<file path="config.mk">
export PLATFORM = sky130hd
export DESIGN_NAME = fifo_uart_tx_flat
export DESIGN_NICKNAME = d
export VERILOG_FILES = /design/src/rtl/fifo_uart_tx_if.sv /design/src/rtl/fifo_uart_tx.sv /design/src/flat_wrapper.sv
export SDC_FILE = /design/constraint.sdc
export NUM_CORES = 1
export LEC_CHECK = 0
export CAP_MARGIN = 20
export CORE_ASPECT_RATIO = 0.6
export CORE_MARGIN = 5
export CORE_UTILIZATION = 53
export CTS_BUF_LIST = sky130_fd_sc_hd__clkbuf_4 sky130_fd_sc_hd__clkbuf_8
export DETAILED_ROUTE_END_ITERATION = 10
export GPL_ROUTABILITY_DRIVEN = 0
export PLACE_DENSITY = 0.7
export REMOVE_ABC_BUFFERS = 1
export SYNTH_ARGS = -nofsm -noshare
export SYNTH_HDL_FRONTEND = slang
export SYNTH_SLANG_ARGS = --single-unit
</file>
<file path="constraint.sdc">
create_clock -name clk -period 6 [get_ports clk]
set_clock_uncertainty 0.2 [all_clocks]
set_input_delay 1.2 -clock clk [delete_from_list [all_inputs] [get_ports clk]]
set_output_delay 1.2 -clock clk [all_outputs]
set_load 0.02 [all_outputs]
</file>
<file path="src/rtl/fifo_uart_tx_if.sv">
// CPU-side write port of the buffered UART transmitter: write strobe, data and FIFO status.
interface fifo_uart_tx_if #(
    parameter int DEPTH_LOG2 = 4
);
    logic                wr;
    logic [7:0]          tx_data;
    logic                full;
    logic                empty;
    logic                busy;
    logic [DEPTH_LOG2:0] level;

    modport master (output wr, tx_data, input full, empty, busy, level);
    modport slave  (input wr, tx_data, output full, empty, busy, level);
endinterface

</file>
<file path="src/rtl/fifo_uart_tx.sv">
// Buffered UART transmitter: synchronous FIFO feeding an 8N1 serializer gated by CTS.
// Define FIFO_UART_TX_PARITY_EN to add an even-parity bit (8E1, 11 bit cells per frame).
module fifo_uart_tx #(
    parameter int FREQ_HZ    = 10000000,
    parameter int BAUDS      = 115200,
    parameter int DEPTH_LOG2 = 4
) (
    input  logic          clk,
    input  logic          reset,
    input  logic          cts,
    output logic          tx,
    fifo_uart_tx_if.slave bus
);
    localparam int DIV   = FREQ_HZ / BAUDS;
    localparam int DEPTH = 1 << DEPTH_LOG2;
    localparam int CW    = $clog2(DIV);
    localparam logic [CW-1:0] RELOAD = CW'(DIV - 1);

    localparam logic [2:0] S_IDLE   = 3'd0;
    localparam logic [2:0] S_START  = 3'd1;
    localparam logic [2:0] S_DATA   = 3'd2;
    localparam logic [2:0] S_STOP   = 3'd3;
`ifdef FIFO_UART_TX_PARITY_EN
    localparam logic [2:0] S_PARITY = 3'd4;
`endif

    logic [7:0]          mem [DEPTH];
    logic [DEPTH_LOG2:0] wptr, rptr, wptr_nxt, rptr_nxt;
    logic                full_q, empty_q;
    logic                push, pop;
    logic [7:0]          head;

    logic [1:0]          cts_sync;
    logic                cts_s;

    logic [2:0]          state;
    logic [CW-1:0]       cnt;
    logic [2:0]          bit_idx;
    logic [7:0]          shreg;
    logic                tx_q;
`ifdef FIFO_UART_TX_PARITY_EN
    logic                parity_q;
`endif

    // A write while full is dropped even if a pop frees a slot on the same edge.
    assign push     = bus.wr && !full_q;
    // The serializer only pops at a frame boundary, and only when the peer is ready.
    assign pop      = cts_s && !empty_q &&
                      ((state == S_IDLE) || (state == S_STOP && cnt == '0));
    assign wptr_nxt = push ? wptr + 1'b1 : wptr;
    assign rptr_nxt = pop  ? rptr + 1'b1 : rptr;
    assign head     = mem[rptr[DEPTH_LOG2-1:0]];
    assign cts_s    = cts_sync[1];

    assign bus.full  = full_q;
    assign bus.empty = empty_q;
    assign bus.level = wptr - rptr;
    assign bus.busy  = !empty_q || (state != S_IDLE);
    assign tx        = tx_q;

    // NOTE: sequential state uses non-blocking assignments so every flop samples pre-edge values.
    always_ff @(posedge clk or posedge reset) begin
        if (reset) begin
            wptr     <= '0;
            rptr     <= '0;
            full_q   <= 1'b0;
            empty_q  <= 1'b1;
            cts_sync <= 2'b00;
        end else begin
            wptr     <= wptr_nxt;
            rptr     <= rptr_nxt;
            empty_q  <= (wptr_nxt == rptr_nxt);
            full_q   <= (wptr_nxt[DEPTH_LOG2] != rptr_nxt[DEPTH_LOG2]) &&
                        (wptr_nxt[DEPTH_LOG2-1:0] == rptr_nxt[DEPTH_LOG2-1:0]);
            cts_sync <= {cts_sync[0], cts};
        end
    end

    // NOTE: storage needs no reset; resetting the pointers already discards its contents.
    always_ff @(posedge clk) begin
        if (push) begin
            mem[wptr[DEPTH_LOG2-1:0]] <= bus.tx_data;
        end
    end

    always_ff @(posedge clk or posedge reset) begin
        if (reset) begin
            state    <= S_IDLE;
            cnt      <= '0;
            bit_idx  <= '0;
            shreg    <= '0;
            tx_q     <= 1'b1;
`ifdef FIFO_UART_TX_PARITY_EN
            parity_q <= 1'b0;
`endif
        end else begin
            case (state)
                S_IDLE: begin
                    if (pop) begin
                        state    <= S_START;
                        cnt      <= RELOAD;
                        shreg    <= head;
                        tx_q     <= 1'b0;
`ifdef FIFO_UART_TX_PARITY_EN
                        parity_q <= ^head;
`endif
                    end
                end
                S_START: begin
                    if (cnt == '0) begin
                        state   <= S_DATA;
                        cnt     <= RELOAD;
                        bit_idx <= '0;
                        tx_q    <= shreg[0];
                    end else begin
                        cnt <= cnt - 1'b1;
                    end
                end
                S_DATA: begin
                    if (cnt == '0) begin
                        cnt <= RELOAD;
                        if (bit_idx == 3'd7) begin
`ifdef FIFO_UART_TX_PARITY_EN
                            state <= S_PARITY;
                            tx_q  <= parity_q;
`else
                            state <= S_STOP;
                            tx_q  <= 1'b1;
`endif
                        end else begin
                            bit_idx <= bit_idx + 3'd1;
                            shreg   <= shreg >> 1;
                            tx_q    <= shreg[1];
                        end
                    end else begin
                        cnt <= cnt - 1'b1;
                    end
                end
`ifdef FIFO_UART_TX_PARITY_EN
                S_PARITY: begin
                    if (cnt == '0) begin
                        state <= S_STOP;
                        cnt   <= RELOAD;
                        tx_q  <= 1'b1;
                    end else begin
                        cnt <= cnt - 1'b1;
                    end
                end
`endif
                S_STOP: begin
                    if (cnt == '0) begin
                        // Chain straight into the next start bit so queued bytes leave with no gap.
                        if (pop) begin
                            state    <= S_START;
                            cnt      <= RELOAD;
                            shreg    <= head;
                            tx_q     <= 1'b0;
`ifdef FIFO_UART_TX_PARITY_EN
                            parity_q <= ^head;
`endif
                        end else begin
                            state <= S_IDLE;
                        end
                    end else begin
                        cnt <= cnt - 1'b1;
                    end
                end
                default: begin
                    state <= S_IDLE;
                    tx_q  <= 1'b1;
                end
            endcase
        end
    end
endmodule
</file>
<file path="src/flat_wrapper.sv">
// flat-port wrapper written by rule: the top's interface ports become plain ports
module fifo_uart_tx_flat 
#(
    parameter int FREQ_HZ    = 10000000,
    parameter int BAUDS      = 115200,
    parameter int DEPTH_LOG2 = 4
)
  (clk, reset, cts, tx, bus_wr, bus_tx_data, bus_full, bus_empty, bus_busy, bus_level);
  fifo_uart_tx_if #(.DEPTH_LOG2(DEPTH_LOG2)) bus_i ();
  input  logic clk;
  input  logic reset;
  input  logic cts;
  output logic tx;
  input wire logic [$bits(bus_i.wr)-1:0] bus_wr;
  input wire logic [$bits(bus_i.tx_data)-1:0] bus_tx_data;
  output wire logic [$bits(bus_i.full)-1:0] bus_full;
  output wire logic [$bits(bus_i.empty)-1:0] bus_empty;
  output wire logic [$bits(bus_i.busy)-1:0] bus_busy;
  output wire logic [$bits(bus_i.level)-1:0] bus_level;
  assign bus_i.wr = bus_wr;
  assign bus_i.tx_data = bus_tx_data;
  assign bus_full = bus_i.full;
  assign bus_empty = bus_i.empty;
  assign bus_busy = bus_i.busy;
  assign bus_level = bus_i.level;
  fifo_uart_tx #(.FREQ_HZ(FREQ_HZ), .BAUDS(BAUDS), .DEPTH_LOG2(DEPTH_LOG2)) u_core (.clk(clk), .reset(reset), .cts(cts), .tx(tx), .bus(bus_i));
endmodule
</file>
### Word-level counts from Yosys, hierarchy flattened

Memory sizes are Yosys's and may differ from the RTL's.
Index checks and enable logic that the tools add are counted.
W data, S select, Z words.

* output and inout bits: 9
* logic and storage cells: 79
* register bits after elaboration: 36
* memories: 1
* bits of input ports: 12
* memory bits (writable): 128

* multiplexer cells: 30
* add/subtract/negate cells: 5
* reductions and logical operators: 20
* equality and inequality tests: 13

Memories
* u_core.mem: words 16, width 8, read ports 1, clocked after memory_dff 0, write ports 1, RTL line fifo_uart_tx.sv:27 `logic [7:0] mem [DEPTH];`

Operators with widths (number)
* $mux W8: 4
* $mux W3: 8
* $pmux W8 S3: 1
* $mux W7: 3
* $pmux W7 S3: 1
* $pmux W3 S4: 1
* $add A5 B1 Y5 const B: 2
* $mux W5: 2
* $reduce_bool A3 Y1: 3
* $mux W1: 8
* $ne A2 B1 Y1 const B: 4
* $reduce_and A4 Y1: 2
* $logic_not A7 Y1: 1
* $sub A7 B1 Y7 const B: 1
* $eq A3 B2 Y1 const B: 2
* $pmux W3 S2: 1
* $eq A5 B5 Y1: 1
* $logic_and A1 B1 Y1: 5
* $reduce_and A5 Y1: 1
* $sub A5 B5 Y5: 1
* $eq A4 B4 Y1: 1
* $ne A2 B2 Y1 const B: 2
* $pmux W1 S4: 1
* $add A3 B1 Y3 const B: 1
* other kinds (9): 11

### Longest topological paths before layout

Gate-level depths: netlist of the first run.

* depth after elaboration: 7
* gate-level depth with buffers: 9

### Worst setup path before layout of the first run

Ideal clock, no wire load.

* kind: register -> output
* start point: register u_core.rptr[1]
* end point: output port bus_level[3]
* cell stages (with the launch flop): 8
* slack: 2756 ps
* arrival time: 1844 ps
* data required time: 4600 ps
* cell sequence: dfrtp_1 > buf_2 > buf_1 > inv_1 > ha_1 > a21o_1 > a21oi_1 > xnor2_1

* longest elaborated chain between the ends: 1

RTL lines
* start: declaration: RTL line fifo_uart_tx.sv:28 `logic [DEPTH_LOG2:0] wptr, rptr, wptr_nxt, rptr_nxt;`
* start signal: assignment: RTL line fifo_uart_tx.sv:71 `rptr <= rptr_nxt;`
* $sub A5 B5 Y5: RTL line fifo_uart_tx.sv:57 `assign bus.level = wptr - rptr;`
* end: declaration: RTL line flat_wrapper.sv:19 `output wire logic [$bits(bus_i.level)-1:0] bus_level;`

No other way between the ends.

### Worst setup path in the final report of the first run

* start point: register u_core.wptr[0]
* end point: output port bus_level[4]

* longest elaborated chain between the ends: 1

RTL lines
* start: declaration: RTL line fifo_uart_tx.sv:28
* start signal: assignment: RTL line fifo_uart_tx.sv:70 `wptr <= wptr_nxt;`
* $sub A5 B5 Y5: RTL line fifo_uart_tx.sv:57

No other way between the ends.

==> results.sh, run 1 <==
export IMPL_fp_dieW_um=161
export IMPL_finalSetupTns_ns=0
export IMPL_antenna_found_initial=0
export IMPL_min_period_ns=4.19
export IMPL_initial_core_util=0.535
export IMPL_drive_gt1_frac=0.176
export IMPL_relSlewSlack=0.520
export IMPL_std_cell_rows=33
export IMPL_synth_seq_cells=163
export IMPL_drt_pass1_iter_count=5
export IMPL_hold_buffers=0
export IMPL_grt_pass1_wl_um=23300
export IMPL_cellLeakagePower_nw=2.78
export IMPL_worstHoldEndpoint="u_core.cts_sync[1]$_DFF_PP0_"
export IMPL_async_flop_share=0.215
export IMPL_cts_buffers=17
export IMPL_synth_edf_count=128
export IMPL_critPathArrivalTime_ns=2.79
export IMPL_cts_root_buf="clkbuf_8"
export IMPL_htreeDepth=4
export IMPL_routed_wirelength_um=14800
export IMPL_setup_ws_ns=1.81
export IMPL_diodes=0
export IMPL_globalRouteTotalUtil=0.193
export IMPL_pre_cts_slack_ns=2.27
export IMPL_clock_sinks=163
export IMPL_clk_pin_slew_worst_paths_ns=0.08
export IMPL_via_per_inst=6.01
export IMPL_rsz0062_at_grt="no"
export IMPL_synth_warnings=0
export IMPL_vdd_ir_drop_max_v=0.000587
export IMPL_num_io_pins=21
export IMPL_path_max_fanout=7
export IMPL_grt_ovfl_total=0
export IMPL_cts_setup_buffers=0
export IMPL_final_util=0.591
export IMPL_die_h_um=100
export IMPL_swShare=0.366
export IMPL_syn_area_per_cell_um2=15.7
export IMPL_grt_max_degree=38
export IMPL_placed_area_mm2=0.00756
export IMPL_fillers=1024
export IMPL_yosysTopAreaCellShare=0.532
export IMPL_cp_required_ns=4.60
export IMPL_status="finished clean"
export IMPL_fmax_mhz=239
export IMPL_drv_slew=0
export IMPL_syn_cell_area_mm2=0.00722
export IMPL_setup_viol=0
export IMPL_internal_power_mw=2.65
export IMPL_detail_route_antenna_nets=0
export IMPL_dieArea_mm2=0.0161
export IMPL_r2r_end="u_core.shreg[7]$_DFFE_PP0P_"
export IMPL_tightest_slew_ns=0.721
export IMPL_hold_path_depth=0
export IMPL_hpwlAfterDp_um=9990
export IMPL_rrSetupSlack_ns=3.08
export IMPL_cts_tree="built"
export IMPL_path_class="flip-flop to output port"
export IMPL_nets=511
export IMPL_critPathLaunchType="flip-flop"
export IMPL_avgRoutedWirePerCell_um=22.1
export IMPL_comb_power_share=0.429
export IMPL_yosys_area_top_type="edfxtp_1"
export IMPL_netlist_top_cells_area="edfxtp_1 (53%), dfrtp_1 (11%), mux4_2 (11%), ha_1 (2.9%), a22oi_1 (1.9%)"
export IMPL_finalInstanceArea_mm2=0.00798
export IMPL_first_iter_violations=325
export IMPL_clkLatencyLatePin_ns=0.44
export IMPL_end_kind="output port"
export IMPL_hold_viol=0
export IMPL_grt_pass1_vias=4006
export IMPL_drv_cap=0
export IMPL_pwr_share_seq=0.374
export IMPL_ff2ff_path_depth=7
export IMPL_hp_class="flip-flop to flip-flop"
export IMPL_yosysMostFrequentCell="edfxtp_1"
export IMPL_syn2layout_area_growth_pct=10.4
export IMPL_cts_buffer_depth=2
export IMPL_ys_flop_type="edfxtp_1"
export IMPL_hold_path_startpoint="u_core.cts_sync[0]$_DFF_PP0_"
export IMPL_synthCells=459
export IMPL_vias=4020
export IMPL_port_buffers=20
export IMPL_yosysUniqueCellTypes=59
export IMPL_ys_seq_area_frac=0.654
export IMPL_period_share=0.698
export IMPL_coreArea_mm2=0.0135
export IMPL_drc_errors=0
export IMPL_cts_resized=0
export IMPL_power_switching_mw=1.53
export IMPL_power_frac_clock=0.197
export IMPL_synthTopCellsByCount="edfxtp_1 (128), mux4_2 (34), dfrtp_1 (33), a21oi_1 (26)"
export IMPL_worst_r2r_startpoint="u_core.state[0]$_DFFE_PP0P_"
export IMPL_powerDensity_mw_per_mm2=524
[worst max path at each step]
stage,start,endpoint,cells after the start
floorplan,u_core.rptr[0]$_DFF_PP0_,bus_level[4],6
detailed placement,u_core.wptr[0]$_DFF_PP0_,bus_level[4],8
global route,u_core.wptr[0]$_DFF_PP0_,bus_level[4],8
global placement,u_core.wptr[0]$_DFF_PP0_,bus_level[4],8
CTS,u_core.wptr[0]$_DFF_PP0_,bus_level[4],8
finish,u_core.wptr[0]$_DFF_PP0_,bus_level[4],8
[cell families after synthesis]
| kind of cell | after synthesis | synth area share |
|---|---|---|
| flops | 163 | 0.654 |
| simple gates | 97 | 0.0724 |
| compound gates | 87 | 0.0823 |
| buf+inv | 38 | 0.0241 |
| mux | 36 | 0.109 |
| xor+xnor | 20 | 0.0262 |
| fa+ha+maj | 18 | 0.0322 |
[final cells by class]
| class | count | area (µm²) | share of cell area |
|---|---|---|---|
| clock inverter | 10 | 134 | 0.0168 |
| clock buffer | 22 | 278 | 0.0348 |
| inverter | 17 | 63.8 | 0.00800 |
| tap | 175 | 219 | 0.0275 |
| sequential | 163 | 4720 | 0.592 |
| timing repair buffer | 24 | 230 | 0.0289 |
| multi-input combinational | 258 | 2330 | 0.292 |
[sequential cells by signal (all words and copies together) (netlist names)]
name,count
u_core.mem,128
u_core.shreg,8
u_core.cnt,7
u_core.rptr,5
u_core.wptr,5
u_core.bit_idx,3
u_core.cts_sync,2
u_core.state,2
u_core.bus.empty,1
u_core.bus.full,1
u_core.tx,1
[worst max-delay path, cell delays in order (launching register included)]
cell and delay (ns):
dfrtp_1 0.49, inv_1 0.13, ha_1 0.23, fa_1 0.47, inv_1 0.08, a21o_1 0.11, a21oi_1 0.08, xor2_1 0.14
clkdlybuf4s50_1 0.62
[routing by layer]
layer,share of wire,vias up,track usage
li1,-,1819,-
met1,0.50,2076,0.308
met2,0.44,108,0.274
met3,0.055,17,0.0357
met4,0.012,0,0.0511
met5,0,-,0
[metrics by stage]
stage / instances / hold WS [ns] / power [mW]
floorplan: 438 / 0.131 / 2.82
global placement: 637 / 0.132 / 3.33
detailed placement: 637 / 0.145 / 3.38
CTS: 669 / 0.171 / 4.20
global route: 669 / 0.191 / 4.43
finish: 669 / 0.167 / 4.18
[power groups by stage]
stage	clock, mW	combinational, mW	sequential (mW)
floorplan	0	1.19	1.63
global placement	0	1.76	1.57
detailed placement	0	1.79	1.59
CTS	0.836	1.80	1.56
global route	0.886	1.96	1.59
finish	0.822	1.79	1.56
[layout by cell type, fill, tap and decap left out, types with 3 or more instances in the layout]
cell type and instances:
ha_1 17, buf_4 4, a21oi_1 26, and3b_1 3, mux4_2 34, inv_1 17
nand2_1 21, clkdlybuf4s50_1 20, and2_1 17, edfxtp_1 128, xnor2_1 14, clkbuf_8 18
o21ai_0 18, nor2_1 21, nor2b_1 6, clkbuf_4 4, dfrtp_1 32, bufinv_16 3
clkinv_2 4, nor3_1 4, a22oi_1 18, nand2b_1 5, a21oi_2 3, nand3_1 3
xor2_1 5
(Power assumes the default switching activity.)
==> run 2, diff against run 1 <==
--- a/config.mk
+++ b/config.mk
@@ -12,7 +12,7 @@
 export CTS_BUF_LIST = sky130_fd_sc_hd__clkbuf_4 sky130_fd_sc_hd__clkbuf_8
 export DETAILED_ROUTE_END_ITERATION = 10
 export GPL_ROUTABILITY_DRIVEN = 0
-export PLACE_DENSITY = 0.7
+export PLACE_DENSITY = 0.73
 export REMOVE_ABC_BUFFERS = 1
 export SYNTH_ARGS = -nofsm -noshare
 export SYNTH_HDL_FRONTEND = slang
==> constraint.sdc (replaced) <==
create_clock -name clk -period 3.7 [get_ports clk]
set_clock_uncertainty 0.2 [all_clocks]
set_input_delay 0.74 -clock clk [delete_from_list [all_inputs] [get_ports clk]]
set_output_delay 0.74 -clock clk [all_outputs]
set_load 0.02 [all_outputs]
==> results.sh, run 2 (synthesis results as in run 1) <==
export IMPL_status="finished clean"
export IMPL_finalSetupTns_ns=0
export IMPL_fmax_mhz=291
export IMPL_ff_latch_area_mm2=0.00472
export IMPL_rsz0062_at_grt="no"
export IMPL_globalRouteTotalUtil=0.190
export IMPL_slowest_delay_ns=0.63
export IMPL_ff2ff_path_depth=7
export IMPL_clkLatencyLatePin_ns=0.45
export IMPL_antenna_found_initial=0
export IMPL_cp_required_ns=2.76
export IMPL_rrSetupSlack_ns=0.69
export IMPL_std_cell_rows=33
export IMPL_hpwlAfterDp_um=9640
export IMPL_multiInputGateArea_mm2=0.00233
export IMPL_crit_chain="inv_1 > ha_1 > fa_1 > xnor2_1 > clkdlybuf4s50_1"
export IMPL_diodes=0
export IMPL_fp_dieW_um=161
export IMPL_setup_viol=0
export IMPL_placed_cells=636
export IMPL_vdd_ir_drop_max_v=0.000793
export IMPL_grt_ovfl_total=0
export IMPL_coreArea_mm2=0.0135
export IMPL_clk_pin_slew_worst_paths_ns=0.09
export IMPL_hold_path_depth=0
export IMPL_end_kind="output port"
export IMPL_path_max_fanout=7
export IMPL_tightest_slew_ns=0.836
export IMPL_final_cell_mix="edfxtp_1 (128), mux4_2 (34), dfrtp_1 (31), a21oi_1 (26)"
export IMPL_avgRoutedWirePerCell_um=21.9
export IMPL_grt_pass1_vias=3922
export IMPL_final_common_cell="edfxtp_1"
export IMPL_fillers=1023
export IMPL_cts_tree="built"
export IMPL_placed_area_mm2=0.00756
export IMPL_cts_root_buf="clkbuf_8"
export IMPL_routed_wirelength_um=14600
export IMPL_vias=4069
export IMPL_drc_errors=0
export IMPL_hold_buffers=0
export IMPL_critPathArrivalTime_ns=2.49
export IMPL_port_buffers=20
export IMPL_hp_class="flip-flop to flip-flop"
export IMPL_largest_reg_flops=128
export IMPL_drv_slew=0
export IMPL_die_h_um=100
export IMPL_syn2layout_area_growth_pct=10.3
export IMPL_period_share=0.927
export IMPL_path_delay_family="buffers and inverters"
export IMPL_clock_sinks=163
export IMPL_worst_r2r_startpoint="u_core.state[0]$_DFFE_PP0P_"
export IMPL_finalInstanceArea_mm2=0.00797
export IMPL_nets=510
export IMPL_detail_route_antenna_nets=0
export IMPL_drv_cap=0
export IMPL_whs_ns=0.160
export IMPL_min_period_ns=3.43
export IMPL_slowest_stage="clkdlybuf4s50_1"
export IMPL_drive_gt1_frac=0.176
export IMPL_worstHoldEndpoint="u_core.cts_sync[1]$_DFF_PP0_"
export IMPL_path_class="flip-flop to output port"
export IMPL_cellLeakagePower_nw=2.78
export IMPL_first_iter_violations=434
export IMPL_cts_buffers=17
export IMPL_relSlewSlack=0.442
export IMPL_cts_buffer_depth=2
export IMPL_grt_pass1_wl_um=22900
export IMPL_via_per_inst=6.09
export IMPL_total_power_mw=6.75
export IMPL_hold_viol=0
export IMPL_hold_path_startpoint="u_core.cts_sync[0]$_DFF_PP0_"
export IMPL_htreeDepth=4
export IMPL_cp_num_buf_inv=2
export IMPL_critPathLaunchType="flip-flop"
export IMPL_final_cells=668
export IMPL_initial_core_util=0.535
export IMPL_grt_max_degree=38
export IMPL_powerDensity_mw_per_mm2=847
export IMPL_num_io_pins=21
export IMPL_drt_pass1_iter_count=5
export IMPL_r2r_end="u_core.shreg[7]$_DFFE_PP0P_"
export IMPL_dieArea_mm2=0.0161
==> run 2: per-stage QoR <==
stage,worst slack (ns),util
finish,0.269,0.590
detailed placement,0.443,0.560
global placement,0.510,0.560
floorplan,-0.0872,-
global route,0.182,0.590
CTS,0.00914,0.590
==> run 2: final cells by class <==
type	instances	area share
Sequential cell	163	0.593
Multi-Input combinational cell	258	0.292
Clock buffer	18	0.0303
Timing Repair Buffer	23	0.0283
Tap cell	175	0.0275
Clock inverter	14	0.0207
Inverter	17	0.00801
==> run 2: where the power goes <==
group,internal (mW),leakage [nW],switching [mW]
Clock,0.629,0.201,0.711
Sequential,2.30,1.58,0.221
Combinational,1.27,0.995,1.62
==> run 2: per-layer routing <==
layer / up-vias / wire [µm] / share of wire / global-route usage
met5: - / 0 / 0 / 0
met4: 0 / 155 / 0.011 / 0.0498
met3: 14 / 741 / 0.051 / 0.0431
met2: 127 / 6290 / 0.43 / 0.263
met1: 2117 / 7460 / 0.51 / 0.304
li1: 1811 / - / - / -
==> run 2: how the worst max path moves through the flow <==
stage / from / to / slack (ns) / cells after the start
floorplan: u_core.rptr[0]$_DFF_PP0_ / bus_level[4] / -0.09 / 6
global placement: u_core.wptr[0]$_DFF_PP0_ / bus_level[4] / 0.51 / 8
detailed placement: u_core.wptr[0]$_DFF_PP0_ / bus_level[4] / 0.44 / 8
CTS: u_core.wptr[0]$_DFF_PP0_ / bus_level[4] / 0.009 / 8
global route: u_core.wptr[0]$_DFF_PP0_ / bus_level[2] / 0.18 / 5
finish: u_core.wptr[0]$_DFF_PP0_ / bus_level[2] / 0.27 / 5
==> run 2: repair_timing <==
| action | 4_1_cts | 5_1_grt |
|---|---|---|
| setup endpoints to repair | 1 | 1 |
| cloned | 0 | 0 |
| gates resized for setup | 1 | 1 |
| buffers inserted | 0 | 0 |
